**src/rtl/din_debouncer.sv**
```systemverilog
// din_debouncer
//   Debounces a raw push-button level. A change is accepted only after
//   STABLE_CNT consecutive samples at the new level. Each accepted press
//   produces a single-cycle pulse on din_pulse and increments press_cnt.
//
// Parameters
//   CNT_W      width of the stability counter
//   STABLE_CNT consecutive stable samples needed to accept a change
//              (1 .. 2**CNT_W)
//
// Ports
//   clk        clock, rising edge
//   rst        synchronous reset, active low
//   btn_in     raw, possibly bouncing button level
//   din_pulse  registered one-cycle pulse per accepted press
//   level      registered debounced level
//   press_cnt  registered count of accepted presses (wraps 255 -> 0)
//   p_state    present FSM state, for debug
//
// Build option
//   DIN_SYNC_EN  when defined, btn_in passes through a 2-flop synchronizer
//                before the FSM, adding 2 cycles to every latency.
module din_debouncer #(
  parameter int CNT_W      = 4,
  parameter int STABLE_CNT = 10
) (
  input  logic       clk,
  input  logic       rst,
  input  logic       btn_in,
  output logic       din_pulse,
  output logic       level,
  output logic [7:0] press_cnt,
  output logic [1:0] p_state
);

  typedef enum logic [1:0] {
    IDLE_LO = 2'b00,
    WAIT_HI = 2'b01,
    HOLD_HI = 2'b10,
    WAIT_LO = 2'b11
  } state_t;

  // Counter value on the last sample of a stable run.
  localparam logic [CNT_W-1:0] CNT_LAST = CNT_W'(STABLE_CNT - 1);
  localparam logic [CNT_W-1:0] CNT_ONE  = CNT_W'(1);

  logic samp;

`ifdef DIN_SYNC_EN
  logic sync1_q;
  logic sync2_q;

  always_ff @(posedge clk) begin
    if (!rst) begin
      sync1_q <= 1'b0;
      sync2_q <= 1'b0;
    end else begin
      sync1_q <= btn_in;
      sync2_q <= sync1_q;
    end
  end

  assign samp = sync2_q;
`else
  assign samp = btn_in;
`endif

  state_t           state_q, state_d;
  logic [CNT_W-1:0] cnt_q, cnt_d;
  logic             din_pulse_q, din_pulse_d;
  logic             level_q, level_d;
  logic [7:0]       press_cnt_q, press_cnt_d;

  always_ff @(posedge clk) begin
    if (!rst) begin
      state_q     <= IDLE_LO;
      cnt_q       <= '0;
      din_pulse_q <= 1'b0;
      level_q     <= 1'b0;
      press_cnt_q <= 8'd0;
    end else begin
      state_q     <= state_d;
      cnt_q       <= cnt_d;
      din_pulse_q <= din_pulse_d;
      level_q     <= level_d;
      press_cnt_q <= press_cnt_d;
    end
  end

  always_comb begin
    state_d     = state_q;
    cnt_d       = cnt_q;
    din_pulse_d = 1'b0;
    press_cnt_d = press_cnt_q;

    case (state_q)
      IDLE_LO: begin
        if (samp) begin
          state_d = WAIT_HI;
          cnt_d   = '0;
        end
      end
      WAIT_HI: begin
        if (!samp) begin
          // Bounce back low: drop the pending press silently.
          state_d = IDLE_LO;
        end else if (cnt_q == CNT_LAST) begin
          state_d     = HOLD_HI;
          din_pulse_d = 1'b1;
        end else begin
          cnt_d = cnt_q + CNT_ONE;
        end
      end
      HOLD_HI: begin
        if (!samp) begin
          state_d = WAIT_LO;
          cnt_d   = '0;
        end
      end
      WAIT_LO: begin
        if (samp) begin
          // Release bounce: still pressed, and no new pulse.
          state_d = HOLD_HI;
        end else if (cnt_q == CNT_LAST) begin
          state_d = IDLE_LO;
        end else begin
          cnt_d = cnt_q + CNT_ONE;
        end
      end
      default: begin
        state_d = IDLE_LO;
        cnt_d   = '0;
      end
    endcase

    if (din_pulse_d) begin
      press_cnt_d = press_cnt_q + 8'd1;
    end

    // Registered from the next state so level rises with din_pulse.
    level_d = (state_d == HOLD_HI) || (state_d == WAIT_LO);
  end

  assign din_pulse = din_pulse_q;
  assign level     = level_q;
  assign press_cnt = press_cnt_q;
  assign p_state   = state_q;

endmodule

```
**config.mk**
```make
export PLATFORM = sky130hd
export DESIGN_NAME = din_debouncer
export DESIGN_NICKNAME = d
export VERILOG_FILES = /design/src/rtl/din_debouncer.sv
export SDC_FILE = /design/constraint.sdc
export NUM_CORES = 1
export LEC_CHECK = 0
export BUFFER_PORTS_ARGS = -buffer_cell sky130_fd_sc_hd__buf_4
export CAP_MARGIN = 15
export CORE_UTILIZATION = 50
export CTS_CLUSTER_DIAMETER = 60
export DETAILED_ROUTE_END_ITERATION = 7
export PLACE_DENSITY_LB_ADDON = 0.05
export SLEW_MARGIN = 25
export SYNTH_ARGS = -nofsm -noshare
export SYNTH_HDL_FRONTEND = slang
export SYNTH_SLANG_ARGS = --single-unit
```
**constraint.sdc**
```tcl
create_clock -name clk -period 4.6 [get_ports clk]
set_clock_uncertainty 0.05 [all_clocks]
set_input_delay 0.69 -clock clk [delete_from_list [all_inputs] [get_ports clk]]
set_output_delay 0.69 -clock clk [all_outputs]
set_load 0.1 [all_outputs]
```
; Word-level counts from Yosys, hierarchy flattened
; Index checks and enable logic that the tools add are counted.
[classes]
n_div = 0
order_cmp = 0
shift = 0
mux = 16
add_sub_neg = 2
eq_ne = 10
reduce_logical = 3
n_bitwise = 0
multipliers = 0
[ops]
columns = operator, n
row1 = 4-bit two-way mux, 5
row2 = 4-bit case mux with 4 select lines, 1
row3 = 2-bit two-way mux, 6
row4 = 8-bit by 1-bit adder with 8-bit output (second input constant), 1
row5 = 2-bit equality test (second input constant), 4
row6 = 2-bit inequality test (second input constant), 4
row7 = 2-bit case mux with 4 select lines, 1
row8 = 4-bit by 1-bit adder with 4-bit output (second input constant), 1
row9 = 4-bit equality test (second input constant), 1
row10 = 4-bit AND reduction, 1
row11 = 1-bit two-way mux, 3
row12 = 2-bit by 1-bit equality test with 1-bit output (second input constant), 1
row13 = 2-bit zero test, 1
row14 = 1-bit logical OR, 1
[word_totals]
mem_count = 0
elab_cells = 36
out_inout_bits = 12
mem_bits_rw = 0
mem_bits_ro = 0
ff_bits = 16
latch_bits = 0
in_bits = 3

; Logic depth before layout (Yosys ltp)
; Gate-level depths: netlist of run 1.
[depth]
depth_word = 6
mapped_depth = 6

; Worst setup path before layout of run 1
; No wires, ideal clock.
[synth_path]
kind = flip-flop to output port
startpoint = register state_q[1] (netlist: p_state[1])
endpoint = output p_state[1]
slack_ps = 2486
n_path_buf = 1
path_stages_with_launch = 2
arrival_ps = 1374
path_cell_list = dfxtp_1 -> buf_4
[synth_rtl]
columns = element, line_no
row1 = start: declaration, 68  ; state_t state_q, state_d;
row2 = start signal: assignment, 82  ; state_q <= state_d;
row3 = end: declaration, 33  ; output logic [1:0] p_state
; No word-level cell between the ends.

; Worst setup path in the final report of run 1
[layout_path]
startpoint = register state_q[0] (netlist: p_state[0])
endpoint = output p_state[0]
; No word-level cell between the ends.

==> summary.md, run 1 <==
| Metric | Value |
|---|---|
| Status | completed |
| # fillers | 129 |
| Clock buffer depth | 2 |
| Post-DP HPWL | 1.05 mm |
| Slowest stage delay, CP | 500 ps |
| R2R setup slack | 2860 ps |
| Largest cells by area after synthesis | dfxtp_1 39%, a21oi_1 6.5%, ha_1 4.9% |
| Most common cell after layout, fill and taps aside | dfxtp_1 |
| Synth area leader | dfxtp_1 |
| Postcts setup bufs | 0 |
| Final Hold Fails | 0 |
| RSZ-0062 raised after global routing | no |
| Post-DRT Antenna Nets | 0 |
| Ports | 15 |
| Num CTS Buffers | 3 |
| R2R Path End | press_cnt[5]$_SDFFE_PN0P_ |
| Most frequent cells in the layout | 15 x dfxtp_1, 14 x buf_4, 10 x a21oi_1 |
| Number of max-slew violations in the final report | 0 |
| Clock root buffer | clkbuf_4 |
| Synthesis-stage register bit count | 15 |
| Overall routing resource usage | 18.9% |
| Via density | 6.10 |
| Clk sink count | 15 |
| Pin count of the biggest net entering global routing | 20 |
| Layout cell share with drive strength beyond 1 | 21.1% |
| Critical-path cell list | buf_4 |
| Worst Hold End | press_cnt[7]$_SDFFE_PN0P_ |
| Yosys warning count | 0 |
| Setup CP Type | reg2out |
| Hold Crit Class | reg2reg |
| Slew headroom | 71.9% |
| Hold_buf cts | 0 |
| Fin crit period | 1890 ps |
| Initial antenna violation count | 0 |
| Clock slew at reported path FFs | 90 ps |
| Hold Path Origin | press_cnt[7]$_SDFFE_PN0P_ |
| Clk Latency, worst-skew pair | 290 ps |
| Synthesized instance count | 82 |
| Post_cts resized | 0 |
| Wire per inst | 13.8 um |
| P&R area growth vs syn | 15.2% |
| Period utilization | 41.0% |
| Post-Place Cell Area | 856 um2 |
| CTS tree | built |
| Post-Synthesis Cell Area | 767 um2 |
| Sequential share of the synthesized area | 39.2% |
| Family with the most delay on the worst path | flip-flops |
| CP Data Required Time | 3860 ps |
| Die area | 1690 um2 |
| Nets | 102 |
| Initial Util | 56.1% |
| CP Capture Type | output port |
| Buf/Inv on CP | 1 |
| Starting DRT DRC Count | 32 |
| Overflow after GRT | 0 |
| Worst R2R Start | cnt_q[0]$_SDFFE_PN0P_ |
| Register area | 300 um2 |
| Area share of the largest cell type after synthesis | 39.2% |
| First-pass GRT wire length | 1.99 mm |
| Vias in the first global route | 433 |
| Critical Path Start Type | register |
| Leak | 0.000362 uW |
| Core area | 1370 um2 |
| Multi-input gate area | 417 um2 |
| Worst Max-Slew Pin Slew | 418 ps |
| PwrDens | 251 nW/um2 |
| ANT cells | 0 |
| Worst EP arrival | 1150 ps |
| Crit Path Max Fanout | 8 |
| Remaining DRCs | 0 |
| Hold Path Depth | 2 |
| H-tree levels | 1 |
| Worst vdd ir | 0.147 mV |
| Chip width | 41.2 um |
| Die Height | 41.2 um |
| # Max-Cap Violations | 0 |
| Setup Total Neg Slack | 0 ps |
| Post-route cell area | 883 um2 |
| GPL Wtd Cong | 0.754 |
| TritonRoute pass-1 iters | 4 |
| Vias post-DR | 671 |
| Worst path slowest cell | dfxtp_1 |
| Setup violators final | 0 |
| I/O Buffers | 14 |
| Net count after synthesis | 88 |
| Synth cell types | 31 |
| Mean post-synth cell area | 9.35 um2 |
| FF-to-FF path depth | 4 |
| Drt total wl | 1.51 mm |
| Placement row count | 13 |
| F_max | 530 MHz |
[how the worst max path moves through the flow]
stage	startpoint	end	slack, ps	cells past startpoint
after floorplan	p_state[1]$_SDFF_PN0_	p_state[1]	2490	1
after global placement	btn_in	cnt_q[3]$_SDFFE_PN0P_	2790	4
after detailed placement	btn_in	cnt_q[3]$_SDFFE_PN0P_	2760	4
after CTS	p_state[0]$_SDFF_PN0_	p_state[0]	2700	1
after global routing	p_state[0]$_SDFF_PN0_	p_state[0]	2660	1
final	p_state[0]$_SDFF_PN0_	p_state[0]	2710	1
[registers in the layout, indices dropped and copies added (netlist names)]
signal,count
press_cnt,8
din_pulse,1
cnt_q,4
p_state,2
[stage by stage]
step                      cells  power, uW  hold slack (ps)  utilization, %  setup WS (ps)
after floorplan              82        146              430               -           2490
after global placement      106        149              410            62.6           2790
after detailed placement    106        149              416            62.6           2760
after CTS                   110        224              430            64.7           2700
after global routing        110        229              448            64.7           2660
final                       110        221              423            64.7           2710
[report_power, final]
part,switching (uW),internal [uW],total (uW)
Combinational,9.99,3.81,13.8
Sequential,1.61,131,132
Clock,43.0,32.3,75.3
Total,54.6,167,221
[layout make-up]
class / instances / share of cell area (%)
timing repair buffer: 14 / 11.9
clock inverter: 1 / 0.567
sequential: 15 / 34.0
multi-input combinational: 58 / 47.2
tap: 15 / 2.12
clock buffer: 3 / 2.55
inverter: 4 / 1.70
[metal layers]
metal / vias to the layer above / global-route usage (%) / routed length (um) / share of wire, %
li1: 342 / - / - / -
met1: 304 / 27.5 / 783 / 52
met2: 23 / 22.7 / 617 / 41
met3: 2 / 9.78 / 95 / 6.3
met4: 0 / 7.26 / 17 / 1.1
met5: - / 0 / 0 / 0
[synthesized netlist by cell type]
cell type	count
dfxtp_1	15
a21oi_1	10
nand3_1	5
inv_1	4
nand2_1	4
nand4b_1	4
o21ai_0	4
o31ai_1	4
or4_1	4
ha_1	3
buf_4	2
nand2b_1	2
nor3_1	2
nor4_1	2
a311oi_1	1
a31oi_1	1
and4b_1	1
buf_2	1
buf_6	1
clkbuf_1	1
mux2i_1	1
nand4_1	1
nand4b_2	1
nand4b_4	1
o21a_1	1
o221ai_1	1
o31a_1	1
or3_1	1
or4b_1	1
xnor2_1	1
xor2_1	1
[cells by family (layout without fill, tap and decap cells)]
| kind of cell | after synthesis | in the layout | share of synthesized area, % |
|---|---|---|---|
| multiplexers | 1 | 1 | 1.31 |
| flip-flops | 15 | 15 | 39.2 |
| AO/OA/AOI/OAI | 23 | 23 | 18.3 |
| buffers and inverters | 9 | 22 | 6.52 |
| adder cells (fa/ha/maj) | 3 | 3 | 4.89 |
| AND/OR/NAND/NOR | 29 | 29 | 27.6 |
| XOR/XNOR | 2 | 2 | 2.28 |
Power figures use the tool's default switching activity.
==> run 2: changes to the inputs <==
--- a/config.mk
+++ b/config.mk
@@ -7,7 +7,7 @@
 export LEC_CHECK = 0
 export BUFFER_PORTS_ARGS = -buffer_cell sky130_fd_sc_hd__buf_4
 export CAP_MARGIN = 15
-export CORE_UTILIZATION = 50
+export CORE_UTILIZATION = 47
 export CTS_CLUSTER_DIAMETER = 60
 export DETAILED_ROUTE_END_ITERATION = 7
 export PLACE_DENSITY_LB_ADDON = 0.05
==> constraint.sdc (replaced) <==
create_clock -name clk -period 1.6 [get_ports clk]
set_clock_uncertainty 0.05 [all_clocks]
set_input_delay 0.24 -clock clk [delete_from_list [all_inputs] [get_ports clk]]
set_output_delay 0.24 -clock clk [all_outputs]
set_load 0.1 [all_outputs]
==> summary.md, run 2 (synthesis gave the netlist of run 1 again) <==
| Metric | Value |
|---|---|
| Status | completed |
| Initial Util | 50.9% (-5.2 points) |
| Critical Path Start Type | register |
| Worst EP arrival | 1710 ps (+560 ps) |
| Chip width | 42.4 um (+3.0%) |
| Clk Latency, worst-skew pair | 280 ps (about the same) |
| Die area | 1800 um2 (+6.1%) |
| Setup violators final | 0 (unchanged) |
| Clock slew at reported path FFs | 80 ps (about the same) |
| Switch share | 24.4% (-0.22 points) |
| Vias in the first global route | 645 (+49%) |
| Slowest stage delay, CP | 500 ps (about the same) |
| Period utilization | 97.6% |
| Via density | 6.18 (+1.3%) |
| Most frequent cells in the layout | 21 x buf_4, 10 x a21oi_1, 6 x dfxtp_1, 6 x dfxtp_4, 5 x nand3_1 |
| Nets | 110 (+7.8%) |
| Multi-input gate area | 448 um2 (+7.5%) |
| Final Hold Fails | 0 (unchanged) |
| Drt total wl | 1.74 mm (+15%) |
| Worst Hold End | press_cnt[2]$_SDFFE_PN0P_ |
| Vias post-DR | 735 (+9.5%) |
| Overflow after GRT | 0 (unchanged) |
| Fin util | 65.9% (+1.3 points) |
| GPL Wtd Cong | 0.779 (+3.3%) |
| Layout cell share with drive strength beyond 1 | 36.9% (+16 points) |
| F_max | 640 MHz |
| Clock buffer depth | 2 (unchanged) |
| Post-DRT Antenna Nets | 0 (unchanged) |
| Max FFs per register | 8 (unchanged) |
| TritonRoute pass-1 iters | 4 (unchanged) |
| Total design power | 635 uW (+190%) |
| CTS tree | built |
| Overall routing resource usage | 19.0% (+0.11 points) |
| Number of max-slew violations in the final report | 0 (unchanged) |
| Most common cell after layout, fill and taps aside | buf_4 |
| R2R setup slack | 40 ps (-2820 ps) |
| Worst Max-Slew Pin Slew | 397 ps (-21.5 ps) |
| Ports | 15 (unchanged) |
| Leak | 0.000416 uW (+15%) |
| Core area | 1510 um2 (+10%) |
| # fillers | 136 (+5.4%) |
| Clk pwr share | 33.8% (-0.2 points) |
| Hold Crit Class | in2reg |
| Clock root buffer | clkbuf_4 |
| Worst R2R Start | cnt_q[1]$_SDFFE_PN0P_ |
| H-tree levels | 1 (unchanged) |
| Hold Path Origin | rst |
| Die Height | 42.4 um (+3.0%) |
| Placement row count | 14 (+1) |
| Remaining DRCs | 0 (unchanged) |
| I/O Buffers | 14 (unchanged) |
| Critical-path cell list | inv_1 -> ha_4 -> nand4b_2 -> or4_1 -> a21oi_1 |
| ANT cells | 0 (unchanged) |
| Share of total power in combinational logic | 7.6% (+1.4 points) |
| FF-to-FF path depth | 5 (+1) |
| Num CTS Buffers | 3 (unchanged) |
| Slew headroom | 73.5% (+1.6 points) |
| Sequential power share | 58.6% (-1.1 points) |
| Fin crit period | 1560 ps |
| R2R Path End | press_cnt[4]$_SDFFE_PN0P_ |
| P_int | 480 uW (+190%) |
| Register area | 327 um2 (+8.7%) |
| P&R area growth vs syn | 29.5% |
| # Max-Cap Violations | 0 (unchanged) |
| Initial antenna violation count | 0 (unchanged) |
| Setup Total Neg Slack | 0 ps (unchanged) |
| CP Capture Type | register |
| Pin count of the biggest net entering global routing | 13 (-35%) |
| P_sw | 155 uW (+180%) |
| Setup CP Type | reg2reg |
| CP Data Required Time | 1750 ps (-2110 ps) |
| Hold Path Depth | 2 (unchanged) |
| Hold_buf cts | 0 (unchanged) |
| Crit Path Max Fanout | 5 (-3) |
| First-pass GRT wire length | 2.64 mm (+32%) |
| Wire per inst | 14.6 um (+6.4%) |
| Clk sink count | 15 (unchanged) |
| Worst vdd ir | 0.426 mV (+190%) |
| PwrDens | 639 nW/um2 (+150%) |
| Starting DRT DRC Count | 22 (-31%) |
| Worst path slowest cell | or4_1 |
| Post-DP HPWL | 1.10 mm (+4.4%) |
## run 2: changes by cell type in the layout (fill, tap and decap cells not counted), sizes merged
cell / previous run / this run
buf: 14 / 21
clkbuf: 3 / 4
clkinv: 1 / 0
nand4b: 6 / 7
## run 2: final cells by class
class | count | area share, %
Multi-Input combinational cell | 59 | 45.1
Sequential cell | 15 | 32.9
Tap cell | 16 | 2.02
Inverter | 4 | 1.51
Clock buffer | 4 | 2.64
Timing Repair Buffer | 21 | 15.9
## run 2: worst max-delay path by stage
| stage | start | end | depth (start not counted) |
|---|---|---|---|
| finish | cnt_q[1]$_SDFFE_PN0P_ | press_cnt[4]$_SDFFE_PN0P_ | 5 |
| CTS | cnt_q[1]$_SDFFE_PN0P_ | press_cnt[6]$_SDFFE_PN0P_ | 5 |
| global route | cnt_q[1]$_SDFFE_PN0P_ | press_cnt[4]$_SDFFE_PN0P_ | 5 |
| floorplan | p_state[1]$_SDFF_PN0_ | cnt_q[3]$_SDFFE_PN0P_ | 4 |
| detailed placement | cnt_q[1]$_SDFFE_PN0P_ | press_cnt[6]$_SDFFE_PN0P_ | 5 |
| global placement | cnt_q[1]$_SDFFE_PN0P_ | press_cnt[6]$_SDFFE_PN0P_ | 5 |
## run 2: power groups by stage
| stage | logic [uW] | registers [uW] | clock network, uW |
|---|---|---|---|
| floorplan | 20.8 | 389 | 0 |
| global placement | 44.5 | 379 | 0 |
| detailed placement | 45.5 | 379 | 0 |
| CTS | 45.6 | 370 | 226 |
| global route | 52.0 | 372 | 243 |
| finish | 48.0 | 372 | 215 |
## run 2: layer usage
| metal | track usage [%] | part of all wire (%) |
|---|---|---|
| met1 | 22.3 | 46 |
| met3 | 3.45 | 4.8 |
| met4 | 10.0 | 0.69 |
| met2 | 32.6 | 48 |
| met5 | 0 | 0 |
## run 2: what timing repair did
item	in CTS	in global routing
gates cloned	0	1
setup endpoints to repair	3	9
setup buffers	2	1
pin swaps	1	1
resized for setup	0	3
## run 2: critical path, delay by kind of cell (launching register included)
family / cells / cell delay, ps
flip-flops: 1 / 340
adder cells (fa/ha/maj): 1 / 170
buffers and inverters: 1 / 100
AO/OA/AOI/OAI: 1 / 170
AND/OR/NAND/NOR: 2 / 670
## run 2: stage by stage
| stage | setup WS (ps) | std cells | hold slack [ps] | cell area (um2) |
|---|---|---|---|---|
| after floorplan | -0.0242 | 82 | 307 | 793 |
| after global placement | 41.3 | 111 | 403 | 913 |
| after detailed placement | 11.1 | 111 | 415 | 913 |
| after CTS | 15.5 | 117 | 141 | 955 |
| after global routing | -29.7 | 119 | 166 | 993 |
| final | 38.1 | 119 | 150 | 993 |
==> run 3: changes to the inputs <==
--- a/config.mk
+++ b/config.mk
@@ -7,6 +7,7 @@
 export LEC_CHECK = 0
 export BUFFER_PORTS_ARGS = -buffer_cell sky130_fd_sc_hd__buf_4
 export CAP_MARGIN = 15
+export CORE_MARGIN = 2
 export CORE_UTILIZATION = 47
 export CTS_CLUSTER_DIAMETER = 60
 export DETAILED_ROUTE_END_ITERATION = 7
==> constraint.sdc (replaced) <==
create_clock -name clk -period 1.6 [get_ports clk]
set_clock_uncertainty 0.05 [all_clocks]
set_input_delay 0.16 -clock clk [delete_from_list [all_inputs] [get_ports clk]]
set_output_delay 0.16 -clock clk [all_outputs]
set_load 0.1 [all_outputs]
==> summary.md, run 3 (synthesis gave the netlist of run 1 again) <==
| Metric | Value |
|---|---|
| Setup violators final | 0 (unchanged) |
| Core area | 1520 um2 (+1.2%) |
| DP Cell Count | 110 (-0.90%) |
| Switch share | 26.3% (+1.9 points) |
| Via density | 6.00 (-2.9%) |
| WL met2 | 807 um (-3.7%) |
| Top Metal Used | met4 |
| Worst vdd ir | 0.415 mV (-2.6%) |
| Initial Util | 50.3% (-0.59 points) |
| Setup CP Type | reg2reg |
| F_max | 657 MHz (+2.5%) |
| CP Capture Type | register |
| PnR worst setup slack | 77.0 ps (+38.8 ps) |
| Slew headroom | 68.9% (-4.6 points) |
| I/O Buffers | 14 (unchanged) |
| Hold Path Origin | rst |
| Starting DRT DRC Count | 20 (-9.1%) |
| Hold slack | 62.3 ps (-87.7 ps) |
| Remaining DRCs | 0 (unchanged) |
| Clock root buffer | clkbuf_4 |
| Slowest stage delay, CP | 570 ps (+70 ps) |
| TritonRoute pass-1 iters | 4 (unchanged) |
| Leak | 0.000414 uW (-0.69%) |
| Worst EP arrival | 1700 ps (about the same) |
| Clock buffer depth | 2 (unchanged) |
| Overflow after GRT | 0 (unchanged) |
| RSZ-0062 raised after global routing | no |
| Critical-path cell list | inv_2 -> ha_4 -> nand4b_4 -> or4_4 -> a21oi_2 |
| Worst Max-Slew Pin Slew | 462 ps (+65.5 ps) |
| Clk Latency, worst-skew pair | 290 ps (about the same) |
| Vias post-DR | 702 (-4.5%) |
| Crit Path Max Fanout | 6 (+1) |
| H-tree levels | 1 (unchanged) |
| Sequential power share | 57.8% (-0.8 points) |
| Most frequent cells in the layout | 19 x buf_4, 9 x a21oi_1, 6 x dfxtp_4 |
| Status | completed |
| Met3 WL | 64 um (-24%) |
| Post-DP HPWL | 1.21 mm (+10%) |
| CP startpoint | cnt_q[1]$_SDFFE_PN0P_ |
| Post-Place Setup Slack | 9.28 ps (-1.84 ps) |
| Overall routing resource usage | 21.9% (+2.9 points) |
| Final Non-Filler Cells | 117 (-1.7%) |
| CTS tree | built |
| Clock slew at reported path FFs | 100 ps (+20 ps) |
| Critical Path Start Type | register |
| GPL Wtd Cong | 0.727 (-6.6%) |
| Share of total power in combinational logic | 7.2% (-0.4 points) |
| P&R area growth vs syn | 29.0% |
| PwrDens | 651 nW/um2 (+1.9%) |
| # fillers | 128 (-5.9%) |
| Setup Total Neg Slack | 0 ps (unchanged) |
| Clk pwr share | 35.0% (+1.2 points) |
| Drt total wl | 1.78 mm (+2.4%) |
| Num CTS Buffers | 3 (unchanged) |
| Post-DRT Antenna Nets | 0 (unchanged) |
| Clk sink count | 15 (unchanged) |
| Die Height | 44.4 um (+4.7%) |
| Nets | 108 (-1.8%) |
| P_sw | 170 uW (+9.4%) |
| Layout cell share with drive strength beyond 1 | 41.6% (+4.7 points) |
| Total design power | 644 uW (+1.5%) |
| Pin count of the biggest net entering global routing | 13 (unchanged) |
| CP Data Required Time | 1770 ps (+20 ps) |
| Chip width | 44.4 um (+4.7%) |
| P_int | 475 uW (-1.1%) |
| Fin crit period | 1520 ps (-38.8 ps) |
| Final Hold Fails | 0 (unchanged) |
| Wire per inst | 15.2 um (+4.2%) |
| Vias in the first global route | 687 (+6.5%) |
| Hold Crit Class | in2reg |
| Period utilization | 95.2% (-2.4 points) |
| Worst R2R Start | cnt_q[1]$_SDFFE_PN0P_ |
| Number of max-slew violations in the final report | 0 (unchanged) |
| Ports | 15 (unchanged) |
| Max FFs per register | 8 (unchanged) |
| Die area | 1970 um2 (+9.7%) |
| ANT cells | 0 (unchanged) |
| Placement row count | 14 (unchanged) |
| First-pass GRT wire length | 3.19 mm (+21%) |
| Worst path slowest cell | or4_4 |
| M1 WL | 892 um (+11%) |
| # Max-Cap Violations | 0 (unchanged) |
| Initial antenna violation count | 0 (unchanged) |
| Most common cell after layout, fill and taps aside | buf_4 |
run 3: cell type report:
class                           count  area [um2]  area share [%]
Clock buffer                        3        22.5            2.28
Sequential cell                    15         329            33.2
Clock inverter                      1        5.00           0.506
Tap cell                           16        20.0            2.02
Multi-Input combinational cell     59         455            46.0
Inverter                            4        15.0            1.52
Timing Repair Buffer               19         143            14.4
run 3: final timing paths:
| check | cells past startpoint | slack (ps) | end |
|---|---|---|---|
| setup / recovery | 5 | 80 | press_cnt[3]$_SDFFE_PN0P_ |
| hold / removal | 2 | 60 | press_cnt[2]$_SDFFE_PN0P_ |
| setup reg to reg | 5 | 80 | press_cnt[3]$_SDFFE_PN0P_ |
| hold reg to reg | 2 | 430 | press_cnt[7]$_SDFFE_PN0P_ |
run 3: worst max-delay path: cells and delay by family, from the launching register on:
family / cells / cell delay [ps]
and+or+nand+nor: 2 / 720
buffers and inverters: 1 / 60
adders and majority gates: 1 / 150
AOI/OAI and AO/OA: 1 / 130
DFF: 1 / 350
run 3: power by group through the flow:
stage          Sequential [uW]  Combinational [uW]  Clock [uW]
5_1_grt                    373                50.1         243
2_1_floorplan              389                20.8           0
3_3_place_gp               379                43.0           0
3_5_place_dp               379                43.8           0
4_1_cts                    371                44.6         226
6_report                   372                46.4         226
run 3: timing repair:
item,CTS,global route
hold buffers,0,0
pin swaps,1,1
buffers inserted,2,0
cloned,1,0
resized for setup,0,8
setup endpoints to repair,3,7
run 3: through the flow:
step | area, um2 | utilization (%)
2_1_floorplan | 793 | -
3_3_place_gp | 906 | 59.4
3_5_place_dp | 906 | 59.4
4_1_cts | 963 | 63.2
5_1_grt | 990 | 64.9
6_report | 990 | 64.9
run 3: layer usage:
metal | vias to the layer above | global-route usage (%)
li1 | 357 | -
met5 | - | 0
met1 | 327 | 29.5
met2 | 14 | 35.0
met3 | 4 | 3.67
met4 | 0 | 8.48
